===== config.mk =====
export PLATFORM = sky130hd
export DESIGN_NAME = prog_loader
export DESIGN_NICKNAME = d
export VERILOG_FILES = /design/src/rtl/loader_pkg.sv /design/src/rtl/word_assembler.sv /design/src/rtl/prog_loader.sv
export SDC_FILE = /design/constraint.sdc
export NUM_CORES = 1
export LEC_CHECK = 0
export ABC_AREA = 1
export ABC_CLOCK_PERIOD_IN_PS = 1600
export CELL_PAD_IN_SITES_DETAIL_PLACEMENT = 1
export CELL_PAD_IN_SITES_GLOBAL_PLACEMENT = 1
export CORE_ASPECT_RATIO = 0.8
export CORE_UTILIZATION = 37
export CTS_BUF_LIST = sky130_fd_sc_hd__clkbuf_16
export CTS_CLUSTER_DIAMETER = 120
export CTS_CLUSTER_SIZE = 25
export DETAILED_ROUTE_END_ITERATION = 8
export PLACE_DENSITY = 0.81
export SLEW_MARGIN = 5
export SYNTH_ARGS = -nofsm -noshare
export SYNTH_HDL_FRONTEND = slang
export SYNTH_SLANG_ARGS = --single-unit
export TNS_END_PERCENT = 50

===== constraint.sdc =====
create_clock -name clk -period 1.6 [get_ports clk]
set_input_delay 0.32 -clock clk [delete_from_list [all_inputs] [get_ports clk]]
set_output_delay 0.32 -clock clk [all_outputs]
set_load 0.005 [all_outputs]

===== src/rtl/loader_pkg.sv =====
// Shared types and constants for the program loader.
// Optional feature macro: LOADER_CHECKSUM_EN adds the CSUM state.
package loader_pkg;

    localparam int HDR_W  = 16;   // width of the word-count header
    localparam int WORD_W = 32;   // instruction word width
    localparam int BYTE_W = 8;    // stream byte width

    // Loader states; CSUM exists only when the checksum trailer is enabled.
    typedef enum logic [2:0] {
        HDR_HI = 3'd0,
        HDR_LO = 3'd1,
        DATA   = 3'd2,
`ifdef LOADER_CHECKSUM_EN
        CSUM   = 3'd3,
`endif
        RUN    = 3'd4,
        ERR    = 3'd5
    } state_t;

endpackage


===== src/rtl/word_assembler.sv =====
// Packs payload bytes big-endian into 32-bit words; counts bytes modulo 4.
module word_assembler
    import loader_pkg::*;
(
    input  logic              clk,
    input  logic              reset,       // asynchronous, active-low
    input  logic              clear,       // restart packing at a word boundary
    input  logic              byte_valid,  // accepted payload byte this cycle
    input  logic [BYTE_W-1:0] byte_data,
    output logic              word_done,   // this byte completes a word
    output logic [WORD_W-1:0] word         // completed word, valid with word_done
);

    localparam int SHIFT_W = WORD_W - BYTE_W;

    logic [1:0]         cnt_q, cnt_d;
    logic [SHIFT_W-1:0] shift_q, shift_d;

    // Next-state for byte counter and the three earlier bytes of the word.
    always_comb begin
        cnt_d   = cnt_q;
        shift_d = shift_q;
        if (clear) begin
            cnt_d   = '0;
            shift_d = '0;
        end else if (byte_valid) begin
            cnt_d   = cnt_q + 2'd1;
            shift_d = {shift_q[SHIFT_W-BYTE_W-1:0], byte_data};
        end
    end

    // Counter and shift register; idle cycles leave a partial word untouched.
    always_ff @(posedge clk or negedge reset) begin
        if (!reset) begin
            cnt_q   <= '0;
            shift_q <= '0;
        end else begin
            cnt_q   <= cnt_d;
            shift_q <= shift_d;
        end
    end

    // The fourth byte goes straight into the low lane, so the word is ready
    // on the same edge it is accepted.
    assign word_done = byte_valid && (cnt_q == 2'd3) && !clear;
    assign word      = {shift_q, byte_data};

endmodule


===== src/rtl/prog_loader.sv =====
// Streams a program image (16-bit word count, then big-endian words) into
// instruction memory and holds the CPU in reset until the load completes.
// Optional feature macro: LOADER_CHECKSUM_EN (XOR checksum trailer byte).
module prog_loader
    import loader_pkg::*;
#(
    parameter int ADDR_W = 10
) (
    input  logic              clk,
    input  logic              reset,      // asynchronous, active-low
    input  logic              start,
    input  logic              in_valid,
    input  logic [7:0]        in_data,
    output logic              in_ready,
    output logic              mem_we,
    output logic [ADDR_W-1:0] mem_addr,
    output logic [31:0]       mem_wdata,
    output logic              cpu_reset,
    output logic              done,
    output logic              err
);

    // Largest legal word count: the whole address space.
    localparam logic [31:0] MAX_WORDS = 32'd1 << ADDR_W;

`ifdef LOADER_CHECKSUM_EN
    localparam state_t POST_PAYLOAD = CSUM;
`else
    localparam state_t POST_PAYLOAD = RUN;
`endif

    state_t              state_q, state_d;
    logic [HDR_W-1:0]    n_q;
    logic [ADDR_W-1:0]   wcnt_q;
    logic                mem_we_q;
    logic [ADDR_W-1:0]   mem_addr_q;
    logic [WORD_W-1:0]   mem_wdata_q;

    logic                ld_hi, ld_lo, issue_wr, new_load;
    logic                pay_byte, word_done, last_word;
    logic [HDR_W-1:0]    n_full;
    logic [WORD_W-1:0]   word;

    // Header count as it will be once the low byte currently offered lands.
    assign n_full    = {n_q[HDR_W-1:8], in_data};
    assign pay_byte  = (state_q == DATA) && in_valid;
    assign last_word = ({{(32-ADDR_W){1'b0}}, wcnt_q} + 32'd1) == {16'd0, n_q};

    word_assembler u_asm (
        .clk        (clk),
        .reset      (reset),
        .clear      (new_load),
        .byte_valid (pay_byte),
        .byte_data  (in_data),
        .word_done  (word_done),
        .word       (word)
    );

`ifdef LOADER_CHECKSUM_EN
    logic [BYTE_W-1:0] csum_q;

    // Running XOR over payload bytes, restarted with each new load.
    always_ff @(posedge clk or negedge reset) begin
        if (!reset) begin
            csum_q <= '0;
        end else if (new_load) begin
            csum_q <= '0;
        end else if (pay_byte) begin
            csum_q <= csum_q ^ in_data;
        end
    end
`endif

    // State register.
    always_ff @(posedge clk or negedge reset) begin
        if (!reset) begin
            state_q <= HDR_HI;
        end else begin
            state_q <= state_d;
        end
    end

    // Next-state, handshake and datapath strobes.
    always_comb begin
        state_d  = state_q;
        in_ready = 1'b0;
        ld_hi    = 1'b0;
        ld_lo    = 1'b0;
        issue_wr = 1'b0;
        new_load = 1'b0;
        unique case (state_q)
            HDR_HI: begin
                in_ready = 1'b1;
                if (in_valid) begin
                    ld_hi   = 1'b1;
                    state_d = HDR_LO;
                end
            end
            HDR_LO: begin
                in_ready = 1'b1;
                if (in_valid) begin
                    ld_lo = 1'b1;
                    if ({16'd0, n_full} > MAX_WORDS) begin
                        state_d = ERR;
                    end else if (n_full == '0) begin
                        state_d = POST_PAYLOAD;
                    end else begin
                        state_d = DATA;
                    end
                end
            end
            DATA: begin
                in_ready = 1'b1;
                if (word_done) begin
                    issue_wr = 1'b1;
                    if (last_word) begin
                        state_d = POST_PAYLOAD;
                    end
                end
            end
`ifdef LOADER_CHECKSUM_EN
            CSUM: begin
                in_ready = 1'b1;
                if (in_valid) begin
                    state_d = (in_data == csum_q) ? RUN : ERR;
                end
            end
`endif
            RUN, ERR: begin
                if (start) begin
                    new_load = 1'b1;
                    state_d  = HDR_HI;
                end
            end
            default: begin
                state_d = HDR_HI;
            end
        endcase
    end

    // Header count, word address and the registered memory write port.
    always_ff @(posedge clk or negedge reset) begin
        if (!reset) begin
            n_q         <= '0;
            wcnt_q      <= '0;
            mem_we_q    <= 1'b0;
            mem_addr_q  <= '0;
            mem_wdata_q <= '0;
        end else begin
            mem_we_q <= issue_wr;
            if (new_load) begin
                n_q    <= '0;
                wcnt_q <= '0;
            end
            if (ld_hi) begin
                n_q[HDR_W-1:8] <= in_data;
            end
            if (ld_lo) begin
                n_q[7:0] <= in_data;
            end
            if (issue_wr) begin
                mem_addr_q  <= wcnt_q;
                mem_wdata_q <= word;
                wcnt_q      <= wcnt_q + 1'b1;
            end
        end
    end

    assign mem_we    = mem_we_q;
    assign mem_addr  = mem_addr_q;
    assign mem_wdata = mem_wdata_q;
    assign cpu_reset = (state_q != RUN);
    assign done      = (state_q == RUN);
    assign err       = (state_q == ERR);

endmodule


==> results.md <==
- Outcome: finished with violations
- Violated checks: setup timing
- Worst Tran Pin Value: 0.304 ns
- Largest area contributor in the netlist: dfrtp_1
- Deepest clock path buffer count: 2
- Drc violations: 0
- Routed WL: 17.6 mm
- Total chip power: 7.72 mW
- Total gr overflow: 0
- Place WS: -0.326 ns
- Final Non-Filler Cells: 743
- Pwr Density: 1230 nW/um^2
- CTS clk-pin slew, worst paths: 0.07 ns
- Post-Syn Area per Cell: 8.97 sq um
- CTS buffer count: 9
- RSZ-0062 raised after global routing: true
- R2R setup slack: -0.41 ns
- Peak VDD IR: 0.700 mV
- Met2 WL: 8.90 mm
- Highest Signal Layer: met4
- Worst-Skew Late Latency: 0.37 ns
- Ys Warns: 0
- Worst Hold Class: in2async
- Nets@finish: 608
- Worst Setup SP: wcnt_q[1]$_DFFE_PN0P_
- Flop and latch count out of synthesis: 98
- Initial DRC Count: 302
- Met1 wire length: 6.96 mm
- DP HPWL: 8.82 mm
- Commonest non-fill, non-tap cells in the layout: 91 x dfrtp_1, 89 x nand2_1, 61 x inv_1, 50 x buf_4, 44 x clkdlybuf4s50_1
- # diodes: 0
- CTS tree: built
- RR Startpoint: wcnt_q[1]$_DFFE_PN0P_
- Final setup vio count: 90
- Worst path most repeated cell: nand2_1
- CTS root buffer: clkbuf_16
- Chip height: 96.9 um
- Final antenna-violating net count: 0
- R2R Path End: state_q[0]$_DFFE_PN0P_
- Post-route minimum period: 2.01 ns
- P_leak: 3.02 nW
- Post-layout util: 57.4%
- CP max stage cell: dfrtp_2
- Achievable Freq: 498 MHz
- Final max-slew violation count: 0
- Initial antenna violation count: 0
- Data required, critical path: 1.85 ns
- PnR worst setup slack: -0.409 ns
- Routed len/inst: 23.7 um
- Cell area after synthesis: 4160 sq um
- Syn_nets: 478
- Dpl cells: 698
- GP Congestion: 0.797
- Commonest non-fill, non-tap cell in the layout: dfrtp_1
- Worst setup SP type: flip-flop
- Tot GR Track Use: 23.7%
- Largest net degree at the start of global routing: 55
- Port buffer count: 58
- First-pass GRT wire length: 21.1 mm
- Sink Count: 98
- Ordered cell list for the critical path: ha_4, inv_4, nand2_2, nand2_2, nor2_1, nand2_1, nor2_1, nand3_1, nor2_1, nand4_1, nand2_2, nand2_1, nand2_1, nand2_1
- Die area: 11,700 sq um
- Number of global-route vias before repair: 4,060
- Vias/cell: 5.67
- Fin Clk Skew: 0.0129 ns
- Die Width: 121 um
- CP arrival: 2.26 ns
- CP Max Fanout: 4
- Capturing element type of the critical path: flip-flop
- CP max stage delay: 0.47 ns
- R2R depth: 14
- Hold WS: 0.367 ns
- Count of cell types in the netlist: 25
- CTS H-Tree Depth: 3
- Final Hold Fails: 0
- Share of layout cells above drive strength 1: 27.5%
- Rel. slew slack: 79.5%
- Fin crit share: 126%
- IO Pins: 59
- Met3 WL: 916 um
- Post-synth top area share: 58.9%
- Syn Inst Count: 464
- Max_cap viols: 0
- Initial core utilization: 38.1%
- DR vias: 4,210
- Area Overhead vs Synth: 50.7%
- Row cnt: 34
- Core Area: 10,900 sq um
- Crit path kind: reg2reg
- Sequential fraction of the synthesis area: 58.9%
- Synth top area cells: dfrtp_1 59%, nand2_1 9.6%, o22ai_1 6.2%
- Drt pass-1 iters: 4
-- layer usage --
metal	vias up	GRT usage [%]
li1	1794	-
met1	2147	30.5
met2	202	39.7
met3	67	4.01
met4	0	9.31
met5	-	0
-- worst max-delay path: cells and delay by family, from the launching register on --
kind	cells	cell delay, ns
DFF	1	0.47
and+or+nand+nor	12	1.09
buffers and inverters	1	0.04
adders and majority gates	1	0.30
-- cells by family after synthesis --
group           share of synthesized area, %
compound gates                          12.9
xor+xnor                               0.210
fa+ha+maj                              0.601
buf+inv                                 8.11
flops                                   58.9
simple gates                            19.3
-- cells in the mapped netlist --
cell type / instances
a21oi_1: 4
and2_1: 1
buf_2: 9
buf_6: 1
clkbuf_1: 6
dfrtp_1: 98
ha_1: 2
inv_1: 67
inv_2: 2
nand2_1: 106
nand2_2: 2
nand2_4: 1
nand3_1: 35
nand4_1: 9
nor2_1: 21
nor2_2: 1
nor2_4: 1
nor2_8: 1
nor3_1: 1
nor3_4: 1
o21ai_0: 21
o21ai_1: 31
o22ai_1: 41
or2_2: 1
xor2_1: 1
-- flip-flops by register name, summed over array words and instances (netlist names) --
name,cells
state_q,3
mem_we,1
n_q,16
mem_addr,10
u_asm.cnt_q,2
wcnt_q,10
u_asm.shift_q,24
mem_wdata,32
-- worst max-delay path by stage --
stage	endpoint	slack, ns	cells after the start
3_3_place_gp	state_q[2]$_DFFE_PN0P_	-0.22	11
4_1_cts	state_q[0]$_DFFE_PN0P_	-0.25	14
3_5_place_dp	state_q[0]$_DFFE_PN0P_	-0.33	14
5_1_grt	state_q[0]$_DFFE_PN0P_	-0.53	14
6_report	state_q[0]$_DFFE_PN0P_	-0.41	14
2_1_floorplan	state_q[0]$_DFFE_PN0P_	0.004	14
-- power by group --
part / leakage (nW) / internal, mW / total (mW) / switching (mW)
Combinational: 1.53 / 0.948 / 2.34 / 1.40
Clock: 0.157 / 1.26 / 2.37 / 1.11
Sequential: 1.33 / 2.79 / 3.00 / 0.214
-- timing repair --
action / 4_1_cts / 5_1_grt
cloned: 0 / 10
pin swaps: 10 / 9
hold buffers: 1 / 0
resized for setup: 44 / 87
endpoints found under the setup margin: 11 / 93
setup buffers: 9 / 11
hold endpoints to repair: 11 / 0
-- final cells by class --
| class | count | area (sq um) |
|---|---|---|
| flip-flops and latches | 98 | 2460 |
| multi-input cells | 282 | 1640 |
| fillers | 1221 | 4660 |
| repair inverters | 1 | 5.00 |
| inverters | 69 | 282 |
| clock buffers | 9 | 225 |
| well taps | 144 | 180 |
| clock inverters | 7 | 95.1 |
| repair buffers | 133 | 1390 |
-- through the flow --
stage | setup TNS [ns] | cell area [sq um]
floorplan | 0 | 4180
global placement | -3.81 | 5270
detailed placement | -6.70 | 5270
CTS | -0.712 | 5750
global route | -12.35 | 6280
finish | -6.70 | 6280
No activity file was read; power rests on OpenSTA's default activity.
==> edit 1, RTL diff (same settings) <==
Encoding of `state_t`: now one-hot (5 bits for 5 states).
--- a/src/rtl/loader_pkg.sv
+++ b/src/rtl/loader_pkg.sv
@@ -8,13 +8,13 @@
 
     // Loader states; CSUM exists only when the checksum trailer is enabled.
-    typedef enum logic [2:0] {
-        HDR_HI = 3'd0,
-        HDR_LO = 3'd1,
-        DATA   = 3'd2,
+    typedef enum logic [4:0] {
+        HDR_HI = 5'b00001,
+        HDR_LO = 5'b00010,
+        DATA   = 5'b00100,
 `ifdef LOADER_CHECKSUM_EN
         CSUM   = 3'd3,
 `endif
-        RUN    = 3'd4,
-        ERR    = 3'd5
+        RUN    = 5'b01000,
+        ERR    = 5'b10000
     } state_t;
 
Formal check against the unedited RTL: no difference found for any inputs over 10 cycles, from zero or initial values and one cycle with reset low; not proved beyond that.
==> edit 1 against the original RTL <==
- the flow still finishes with violations (setup timing)
- worst setup slack worse by 0.063 ns
- critical path depth down 1
- clock skew down 0.00060 ns
- sequential cell count up 2
- worst hold slack better by 0.14 ns
- first-iteration DRC count down 13%
- design area up 14%
- routed wire length up 16%
- synthesized cell count up 9.7%
- synthesized area up 5.4%
- final cell count up 7.1%
- largest cell class unchanged
- highest routed layer unchanged
Power is not compared: it rests on default switching activity, and its combinational part moved more than twofold at a synthesized area within 25%.
==> edit 1: results <==
[worst_setup_path]
r2r_cells = 13
crit_arrival_ns = 2.31
worstReg2RegStart = wcnt_q[0]$_DFFE_PN0P_
rr_endpoint = state_q[4]$_DFFE_PN0P_

[route]
wirelength_met1_mm = 8.08
wl_per_cell_microns = 25.6
firstDrtPassIters = 5
drtIter0Drc = 262
vias = 4598
wl_met2_mm = 10.2
route.met3.wl_mm = 1.15

[sta]
skew_ns = 0.0123
worstMarginPinSlew_ns = 0.372
finalSetupTns_ns = -16.95
setup_violations = 89
setup_slack_ns = -0.473

[global_route]
grt_max_degree = 54
grt_pass1_vias = 4415
grt_first_pass_wirelength_mm = 23.7
grt_use_met2 = 0.437
use_met1 = 0.329
met3_usage = 0.0424
grt_usage = 0.257
antenna_found_initial = 0

[logic_synthesis]
ys_types = 26
syn-num-nets = 523
ys_seq_area_frac = 0.570
synthTopCellsByArea = dfrtp_1, nand2_1, inv_1
yosys-top-cells-count = nand2_1, dfrtp_1, inv_1

[run_status]
status = finished with violations
violations = setup timing

[cells_and_area]
fillCellCount = 1274
fin_nets = 657
drive_gt1_frac = 0.361

[placement]
finalWeightedCongestion = 0.837
dpl.hpwl_mm = 9.57

[min_path]
hold_path.class = reg -> reg
hold_path_end = mem_wdata[18]$_DFFE_PN0P_

[cts]
clock_path_buffers = 2
htreeDepth = 3
## edit 1: cell count changes after synthesis, sizes merged, moves of 2 or more
cell,before,now
nor2,24,33
inv,69,83
nand4,9,4
nand2,109,132
buf,10,6
clkbuf,6,8
o22ai,41,45
o21ai,52,49
nand3,35,38
## edit 1: critical path, cell delays in order, from the launching register on
cell and delay (ns):
dfrtp_1 0.46, ha_4 0.20, nand3_4 0.10, nor2_4 0.23, buf_4 0.15, nand2_1 0.06
nand2_1 0.10, nand3_1 0.12, nand2_1 0.12, nor2_1 0.06, nand3_2 0.11, nand2_2 0.06
nand2_1 0.09, nand2_1 0.07
## edit 1: stage by stage
step           area (sq um)  hold slack (ns)  total power, mW  cells  worst slack [ns]
3_5_place_dp           5460            0.343             6.99    740            -0.251
6_report               7140            0.508             11.0    796            -0.473
5_1_grt                7140            0.535             11.4    796            -0.596
3_3_place_gp           5460            0.345             6.69    740            -0.151
2_1_floorplan          4390           0.0244             5.64    509           -0.0301
4_1_cts                6080            0.496             9.54    770            -0.184
## edit 1: worst max path at each step
stage | startpoint | to | slack, ns | depth (start not counted)
2_1_floorplan | wcnt_q[0]$_DFFE_PN0P_ | state_q[3]$_DFFE_PN0P_ | -0.03 | 12
3_3_place_gp | in_data[2] | state_q[2]$_DFFE_PN0P_ | -0.15 | 8
3_5_place_dp | in_data[7] | state_q[2]$_DFFE_PN0P_ | -0.25 | 8
4_1_cts | state_q[0]$_DFFE_PN1P_ | in_ready | -0.18 | 7
5_1_grt | wcnt_q[0]$_DFFE_PN0P_ | state_q[4]$_DFFE_PN0P_ | -0.60 | 12
6_report | wcnt_q[0]$_DFFE_PN0P_ | state_q[4]$_DFFE_PN0P_ | -0.47 | 13
## edit 1: cell type report
cell class	instances	area (sq um)	share of cell area
clock buffers	9	225	0.0316
clock inverters	7	57.6	0.00807
inverters	83	327	0.0458
multi-input cells	312	2220	0.311
flip-flops and latches	100	2500	0.351
well taps	148	185	0.0260
repair buffers	137	1620	0.226
## edit 1: kinds of logic after synthesis
family                     Yosys count  share of synthesized area
buffers and inverters               97                     0.0855
adders and majority gates            2                    0.00570
AOI/OAI and AO/OA                  100                      0.129
DFF                                100                      0.570
and+or+nand+nor                    210                      0.210
## edit 1: repair_timing
item / in CTS / in global routing
hold buffers: 1 / 0
setup buffers: 12 / 16
setup endpoints to repair: 97 / 107
cloned: 1 / 10
resized for setup: 105 / 172
pin swaps: 13 / 7
endpoints found under the hold margin: 97 / 0
## edit 1: power breakdown
part | internal, mW | switching (mW)
Combinational | 1.73 | 3.20
Clock | 1.08 | 1.15
Sequential | 3.23 | 0.587
Total | 6.04 | 4.94
==> edit 2, RTL diff (same flow settings) <==
Made on the original files. The parameter `ADDR_W` goes from 10 to 11.
--- a/src/rtl/prog_loader.sv
+++ b/src/rtl/prog_loader.sv
@@ -5,5 +5,5 @@
     import loader_pkg::*;
 #(
-    parameter int ADDR_W = 10
+    parameter int ADDR_W = 11
 ) (
     input  logic              clk,
Ports: changed (resized mem_addr); port bits go from 59 to 60. No check against the original RTL was run, so the function may have changed too.
==> edit 2 against the original RTL <==
- the run still ends with setup timing left
- synthesized area rose by 1.8%
- maximum frequency rose by 8.8%
- worst setup slack improved by 0.16 ns
- largest cell class unchanged
- routed wire length fell by 25%
- die area rose by 1.8%
- first-iteration DRC count fell by 45%
- worst hold slack improved by 0.045 ns
- sequential cell count rose by 2
- synthesized cell count rose by 3.2%
- highest routed layer unchanged
- core utilization fell by 3.8 points
- design area fell by 5.9%
- power rose by 1.8%
==> edit 2: results <==
[cts]
clock_sinks = 100
clk_latency_ns = 0.35

[sta]
skew_ns = 0.00674
setup_slack_ns = -0.247
worstMarginPinSlew_ns = 0.359
setup_violations = 9
finalSetupTns_ns = -0.751

[placement]
place_inst = 714
io_buffers = 59
place_area_sq_um = 5370
pre_cts_slack_ns = -0.289

[cells_and_area]
buf_share = 0.190
num-nonclk-buffers = 122
fin_nets = 609
multi_input_area_share = 0.256
final_cells = 744
inv_count = 76
drive_gt1_frac = 0.200
synthToLayoutAreaGrowth_pct = 39.3

[logic_synthesis]
synth-compound-area-share = 0.133
ys_types = 21
synth-xor-area-share = 0.00413
syn_inst = 479
synthAdderAreaFrac = 0.00590
synthTopCellsByArea = dfrtp_1, nand2_1, o21ai_0
syn-num-nets = 493

[power]
p_clk_mw = 2.16
p_comb_mw = 2.42
p_int_mw = 5.15
peakVddDrop_uv = 756
totalPowerFinal_mw = 7.85

[route]
wirelength_met1_mm = 5.71
wirelength_mm = 13.2
firstDrtPassIters = 5
vias = 3834
drtIter0Drc = 165

[global_route]
grt_first_pass_wirelength_mm = 21.2
grt_use_met2 = 0.395
grt_pass1_vias = 4083
grt_max_degree = 41

[run_status]
violations = setup timing
status = finished with violations

[worst_setup_path]
crit_arrival_ns = 2.10
-- edit 2: changes by cell type in the layout (fill, tap and decap cells not counted), sizes merged, moves of 4 or more --
cell / unedited run / this run
clkdlybuf4s50: 44 / 53
inv: 71 / 76
nand2: 110 / 115
o21ai: 52 / 56
buf: 72 / 63
dlymetal6s2s: 7 / 1
clkbuf: 16 / 10
nand4: 9 / 5
-- edit 2: what timing repair did --
item	in CTS	in global routing
resized for setup	19	34
hold buffers	1	0
setup endpoints to repair	9	87
endpoints found under the hold margin	21	0
pin swaps	4	14
setup buffers	10	3
-- edit 2: worst max-delay path, stage by stage (launching register included) --
cell and delay (ns):
dfrtp_2 0.45, ha_4 0.27, xor2_2 0.15, nor2_1 0.12
nand3_1 0.10, nor2_1 0.12, nand3_1 0.10, nor2_1 0.12
nand2_1 0.07, nand2_2 0.09, nand2_1 0.05, nand2_1 0.06
nand2_1 0.05
